### config.mk
export PLATFORM = sky130hd
export DESIGN_NAME = nca_arb
export DESIGN_NICKNAME = d
export VERILOG_FILES = /design/src/rtl/nca_pkg.sv /design/src/rtl/nca_rr_pick.sv /design/src/rtl/nca_arb.sv
export SDC_FILE = /design/constraint.sdc
export NUM_CORES = 1
export LEC_CHECK = 0
export CORE_MARGIN = 2
export CORE_UTILIZATION = 60
export DETAILED_ROUTE_END_ITERATION = 12
export GPL_ROUTABILITY_DRIVEN = 0
export PLACE_DENSITY = 0.87
export REMOVE_ABC_BUFFERS = 1
export SETUP_SLACK_MARGIN = 0.05
export SLEW_MARGIN = 20
export SYNTH_ARGS = -nofsm -noshare
export SYNTH_HDL_FRONTEND = slang
export SYNTH_SLANG_ARGS = --single-unit
### constraint.sdc
create_clock -name clk -period 8.3 [get_ports clk]
set_input_delay 1.66 -clock clk [delete_from_list [all_inputs] [get_ports clk]]
set_output_delay 1.66 -clock clk [all_outputs]
set_load 0.02 [all_outputs]
### src/rtl/nca_pkg.sv
// Shared widths, saturation limits and slice helpers for the nca_arb
// time-shared multiplier.
package nca_pkg;
  localparam int DW = 18;
  localparam int PW = 36;
  localparam logic signed [PW-1:0] SAT_MAX = 36'sd131071;
  localparam logic signed [PW-1:0] SAT_MIN = -36'sd131072;

  // Low bit of channel k inside a packed NCH*DW bus.
  function automatic int slice_lo(input int k);
    return k * DW;
  endfunction

  function automatic logic signed [DW-1:0] sat18(input logic signed [PW-1:0] v);
    if (v > SAT_MAX) begin
      return SAT_MAX[DW-1:0];
    end else if (v < SAT_MIN) begin
      return SAT_MIN[DW-1:0];
    end else begin
      return v[DW-1:0];
    end
  endfunction
endpackage

### src/rtl/nca_rr_pick.sv
// Round-robin pick: first eligible channel searching upward from
// last+1 with wrap-around.
module nca_rr_pick
  import nca_pkg::*;
#(
  parameter int NCH = 4
) (
  input  logic [NCH-1:0] elig,
  input  logic [2:0]     last,
  output logic           gnt_valid,
  output logic [2:0]     gnt_idx
);

  logic [7:0] elig8;
  assign elig8 = 8'(elig);

  // Walk from farthest to nearest so the nearest eligible channel is the last write.
  always_comb begin
    int c;
    gnt_valid = 1'b0;
    gnt_idx   = 3'd0;
    for (int i = NCH; i >= 1; i--) begin
      c = int'(last) + i;
      c = (c >= NCH) ? c - NCH : c;
      gnt_idx   = elig8[3'(c)] ? 3'(c) : gnt_idx;
      gnt_valid = gnt_valid | elig8[3'(c)];
    end
  end

endmodule

### src/rtl/nca_arb.sv
// NCH-channel round-robin front end sharing one 18x18 signed multiply,
// followed by arithmetic shift and saturation to 18 bits.
module nca_arb
  import nca_pkg::*;
#(
  parameter int NCH   = 4,
  parameter int SHIFT = 17
) (
  input  logic                  clk,
  input  logic                  reset,
  input  logic [NCH-1:0]        req,
  input  logic [NCH*DW-1:0]     datain,
  input  logic [NCH*DW-1:0]     ctrl,
  output logic [NCH-1:0]        ack,
  output logic signed [DW-1:0]  dout,
  output logic [2:0]            dout_ch,
  output logic                  dout_valid
);

  localparam logic [2:0] LAST_RST = 3'(NCH - 1);

  logic [NCH-1:0]       elig;
  logic [2:0]           last_grant;
  logic                 gnt_valid;
  logic [2:0]           gnt_idx;
  logic signed [DW-1:0] d_arr [8];
  logic signed [DW-1:0] c_arr [8];

  logic                 s1_valid;
  logic signed [DW-1:0] s1_a;
  logic signed [DW-1:0] s1_b;
  logic [2:0]           s1_ch;
  logic                 s2_valid;
  logic signed [PW-1:0] s2_p;
  logic [2:0]           s2_ch;
  logic signed [PW-1:0] shifted;

  // A channel already acked this cycle is still showing the request it just had served.
  assign elig    = req & ~ack;
  assign shifted = s2_p >>> SHIFT;

  for (genvar k = 0; k < 8; k++) begin : g_unpack
    if (k < NCH) begin : g_ch
      assign d_arr[k] = datain[slice_lo(k) +: DW];
      assign c_arr[k] = ctrl[slice_lo(k) +: DW];
    end else begin : g_pad
      assign d_arr[k] = 18'sd0;
      assign c_arr[k] = 18'sd0;
    end
  end

  nca_rr_pick #(.NCH(NCH)) u_pick (
    .elig      (elig),
    .last      (last_grant),
    .gnt_valid (gnt_valid),
    .gnt_idx   (gnt_idx)
  );

  always_ff @(posedge clk) begin
    if (reset) begin
      last_grant <= LAST_RST;
      ack        <= '0;
      s1_valid   <= 1'b0;
      s1_a       <= 18'sd0;
      s1_b       <= 18'sd0;
      s1_ch      <= 3'd0;
      s2_valid   <= 1'b0;
      s2_p       <= 36'sd0;
      s2_ch      <= 3'd0;
      dout_valid <= 1'b0;
      dout       <= 18'sd0;
      dout_ch    <= 3'd0;
    end else begin
      s1_valid <= gnt_valid;
      ack      <= gnt_valid ? ({{(NCH-1){1'b0}}, 1'b1} << gnt_idx) : '0;
      if (gnt_valid) begin
        last_grant <= gnt_idx;
        s1_a       <= d_arr[gnt_idx];
        s1_b       <= c_arr[gnt_idx];
        s1_ch      <= gnt_idx;
      end

      s2_valid <= s1_valid;
      if (s1_valid) begin
        s2_p  <= PW'(s1_a) * PW'(s1_b);
        s2_ch <= s1_ch;
      end

      // Outputs hold their last result while no new one arrives.
      dout_valid <= s2_valid;
      if (s2_valid) begin
        dout    <= sat18(shifted);
        dout_ch <= s2_ch;
      end
    end
  end

endmodule

Word level (Yosys, flattened, before mapping)
Cells that the tools add are included.
- reduce and logical (&&, ||, !) cells: 1
- $add $sub $neg: 8
- $mul: 1
- $lt $le $gt $ge: 11
- shift-type cells: 1
- bitwise gates (word level): 7
- mux-type cells: 28
- operators with widths (cell ; count):
    18-bit binary-select mux with 3-bit select ; 2
    18-bit 2-to-1 mux ; 6
    18-bit by 18-bit multiplier with 36-bit output ; 1
    3-bit 2-to-1 mux ; 8
    3-bit by 5-bit less-than comparator with 1-bit output (second input constant) ; 4
    19-bit by 18-bit greater-than comparator with 1-bit output (second input constant) ; 1
    19-bit by 18-bit less-than comparator with 1-bit output (second input constant) ; 1
    4-bit by 3-bit greater-or-equal comparator with 1-bit output (second input constant) ; 4
    1-bit binary-select mux with 3-bit select ; 4
    3-bit subtractor (second input constant) ; 4
    3-bit by 2-bit adder with 4-bit output (second input constant) ; 2
    1-bit 2-to-1 mux ; 8
    3-bit by 1-bit adder with 4-bit output (second input constant) ; 1
    3-bit by 3-bit adder with 4-bit output (second input constant) ; 1
    4-bit AND ; 1
    4-bit greater-or-equal comparator (second input constant) ; 1
    3-bit inverter with 4-bit output ; 1
    4-bit inverter ; 1
    1-bit by 3-bit left shift with 4-bit output (first input constant) ; 1
    1-bit bitwise OR ; 3
    2-bit OR reduction ; 1
    1-bit inverter ; 1
- register bits after elaboration: 109
- input bits: 150
- word-level logic and storage cells: 69
- output and inout bits: 26

Logic depth before layout (Yosys ltp)
- depth in word-level cells: 14
- gate-level depth with buffers: 25
- mapped depth without buffers: 23

Cells and area by module
A second synthesis with hierarchy kept.
- cells, all modules: 1745
- area total of the unflattened synthesis: 16295.6 µm²
- by module, submodules not included (module ; area each (µm²) ; sequential area each (µm²) ; times used ; cells each):
    nca_arb ; 16019.1 ; 1821.7 ; 1 ; 1709
    nca_rr_pick ; 276.5 ; 0.0 ; 1 ; 36

Least setup slack after synthesis
Ideal clock, no wire load.
- kind: reg-to-reg
- start: register s1_b[4]
- end: register s2_p[35]
- arrival: 6590 ps
- cell stages (with the launch flop): 24
- library setup time: 91 ps
- setup slack: 1619 ps
- path buffers: 2
- period minus slack after synthesis: 6681 ps
- required time: 8209 ps
- cells stage by stage: dfxtp_1 > clkdlybuf4s50_1 > clkbuf_1 > nand2_1 > fa_1 > inv_1 > fa_1 > inv_1 > fa_1 > inv_1 > fa_1 > fa_1 > inv_1 > fa_1 > inv_1 > ha_1 > a211o_1 > and3_1 > o221ai_1 > nand2_1 > nor3_2 > a2111oi_0 > or4_1 > a311oi_1
- word-level cells in the longest chain between the ends: 1
- RTL lines (what ; line ; RTL):
    start: declaration ; nca_arb.sv:31 ; logic signed [DW-1:0] s1_b;
    start signal: assignment ; nca_arb.sv:79 ; s1_b <= c_arr[gnt_idx];
    18-bit by 18-bit multiplier with 36-bit output ; nca_arb.sv:85 ; s2_p <= PW'(s1_a) * PW'(s1_b);
    end signal: assignment ; nca_arb.sv:85 ;
    end: declaration ; nca_arb.sv:34 ; logic signed [PW-1:0] s2_p;
Every way passes these cells.
A chain may end at the register's enable or synchronous reset.

Final worst setup path
- start: register s1_b[3]
- end: register s2_p[35]
Same word-level chain as after synthesis.

==> metrics.csv <==
stage;metric;value;unit
finish;NumNets Final;2409;
timing;Max-slew headroom;0.270;
critical_path;r2r startpoint;s1_b[3];
global_route;largest net degree at the start of global routing;83;
routing;Routed Antenna Nets;0;
clock_network;H-Tree Depth;3;
routing;DRC viols;0;
timing;fmax;137;MHz
routing;DR iter-0 viols;832;
timing;Setup Total Neg Slack;0;ns
timing;final cycle utilization of the critical path;0.877;
finish;diode count;0;
worst_hold_path;hold path startpoint;s2_p[22];
critical_path;Crit. Startpoint;s1_b[3];
routing;final wirelength;41800;µm
global_route;GR Layer Usage met3;0.0414;
clock_network;TritonCTS Sinks;91;
synth;Post-synth top flop;dfxtp_1;
critical_path;CP startpoint kind;register;
timing;worst-margin pin slew;1.10;ns
routing;routed len/inst;19.1;µm
global_route;grt met1 use;0.366;
global_route;vias in the first global route;14000;
floorplanning;num rows;60;
floorplanning;die width;169;µm
worst_hold_path;Hold Crit Class;reg -> reg;
global_route;layer with the highest usage;met2;
finish;Fillers;1929;
synth;cell area after synthesis;16300;µm²
place;number of port buffers;175;
clock_network;root buf cell;clkbuf_16;
finish;footprint of the multi-input gates;12500;µm²
routing;DRT Pass-1 Iters;5;
timing;worst hold slack;0.480;ns
synth;Yosys top cell by area;fa_1;
global_route;first-pass GRT wire length;69100;µm
synth;Synth async-reset ratio;0;
clock_network;Num CTS Buffers;9;
synth;post-synth top area share;0.404;
timing;final setup violating endpoints;0;
synth;Synth Register Bits;91;
synth;Synth Instances;1738;
place;hpwl dp;33700;µm
synth;top-count cell post-synth;inv_1;
floorplanning;IO Pins;176;
clock_network;Worst-path clk slew;0.07;ns
critical_path;Critical Path AT;7.52;ns
clock_network;Post-CTS Repair Setup Buffers;0;
global_route;Tot GR Track Use;0.310;
critical_path;Crit Path Category;reg -> reg;
synth;Post-synth EDFFs;0;
floorplanning;Initial Util;0.607;
synth;Syn. warnings;0;
finish;layout cell share with drive strength beyond 1;0.0607;
finish;FF+latch area;1820;µm²
finish;P&R area growth vs syn;12.7;%
critical_path;critical-path maximum fanout;19;
clock_network;Clk Latency, worst-skew pair;0.34;ns
clock_network;CTS tree;yes;
synth;ranking of synthesized cells by area;fa_1 40%, dfxtp_1 11%, inv_1 8.9%, ha_1 6.9%, and2_1 6.0%;
critical_path;CP Data Required Time;8.54;ns
synth;Seq/Total Area, Yosys;0.112;
clock_network;clk buf depth;2;
timing;Max Clock Skew;0.0127;ns
routing;vias per cell;5.71;
job;Max-Cap Viols;0;
run_status;status;complete, no violations;
global_route;initial antenna violation count;0;
clock_network;# hold bufs at CTS;0;
timing;endpoints failing hold;0;
clock_network;Resize count post-CTS;0;
timing;fin crit period;7.28;ns
timing;final max-slew violation count;0;
global_route;total gr overflow;0;
synth;most frequent cells after synthesis;386 x inv_1, 328 x fa_1, 240 x nand2_1;
floorplanning;Die Height;169;µm
routing;Vias;12500;
floorplanning;Die ar.;28400;µm²
timing;RSZ-0062 raised after global routing;false;
critical_path;endpoint class of the critical path;register;
synth;Yosys cell types;75;
synth;syn_area_per_cell;9.36;µm²
global_route;met2 GRT Util;0.559;
floorplanning;core area;26800;µm²
critical path, cell delays in order (launching register included):
cell and delay (ns):
dfxtp_1 0.78, nand2_1 0.28, fa_1 0.59, inv_1 0.16, fa_1 0.74, fa_1 0.49, fa_1 0.51, fa_1 0.50
inv_1 0.05, fa_1 0.47, inv_1 0.04, ha_1 0.37, nand4_1 0.10, nor2_1 0.28, nand4_1 0.14, a21oi_1 0.43
nor3_2 0.15, a2111oi_0 0.68, o31ai_1 0.15, a311oi_1 0.25
flip-flops by register name, indices dropped and copies added (netlist names):
| name | cells |
|---|---|
| s2_ch | 3 |
| dout_valid | 1 |
| ack | 4 |
| s1_ch | 2 |
| s2_valid | 1 |
| s1_b | 18 |
| last_grant | 3 |
| dout | 18 |
| s2_p | 19 |
| s1_valid | 1 |
| dout_ch | 3 |
| s1_a | 18 |
cell type report:
class | count | area share
multi-input combinational | 1166 | 0.681
timing repair buffer | 186 | 0.0999
sequential | 91 | 0.0994
inverter | 387 | 0.0792
tap | 341 | 0.0233
clock buffer | 9 | 0.0123
clock inverter | 7 | 0.00532
routing by layer:
metal	vias up	wire, µm
met5	-	0
met1	6252	14600
met3	151	3090
met2	619	22000
met4	0	2070
li1	5467	-
per-stage QoR:
step / worst slack (ns) / area, µm² / instances / util
floorplan: 2.12 / 15700 / 1644 / -
global placement: 1.41 / 18000 / 2171 / 0.672
detailed placement: 1.14 / 18000 / 2171 / 0.672
CTS: 1.13 / 18300 / 2187 / 0.684
global route: 0.638 / 18300 / 2187 / 0.684
finish: 1.02 / 18300 / 2187 / 0.684
cell usage in the layout, fill, tap and decap left out, types with 3 or more instances in the layout:
master,instances
a21oi_2,33
ha_1,90
o211ai_1,4
inv_1,386
a211o_1,3
clkbuf_16,9
a211oi_1,4
o21ai_0,16
mux4_2,37
nor2b_1,5
dfxtp_1,91
nor3_1,30
nand4_1,7
nand3_1,4
a21o_1,5
nand2b_1,7
clkdlybuf4s50_1,174
fa_1,328
or3_1,7
nor2_1,59
and2_1,157
xnor2_1,16
mux2i_1,12
a21oi_1,35
and3_1,5
o31ai_1,4
nand2_1,240
o21a_1,4
a32o_1,3
buf_4,12
final timing paths:
path	end	slack, ns	depth (start not counted)
max	s2_p[35]	1.02	19
min	s2_p[22]	0.48	2
max reg2reg	s2_p[35]	1.02	19
min reg2reg	s2_p[22]	0.48	2
kinds of logic after synthesis:
kind of cell / share of synthesized area
XOR/XNOR: 0.00915
buffers and inverters: 0.121
adder cells (fa/ha/maj): 0.473
AND/OR/NAND/NOR: 0.162
flip-flops: 0.112
multiplexers: 0.0609
AO/OA/AOI/OAI: 0.0622
Power is left out: the tool's default activity adds up to more than one toggle a clock period on the data nets, which glitch-free logic cannot reach.
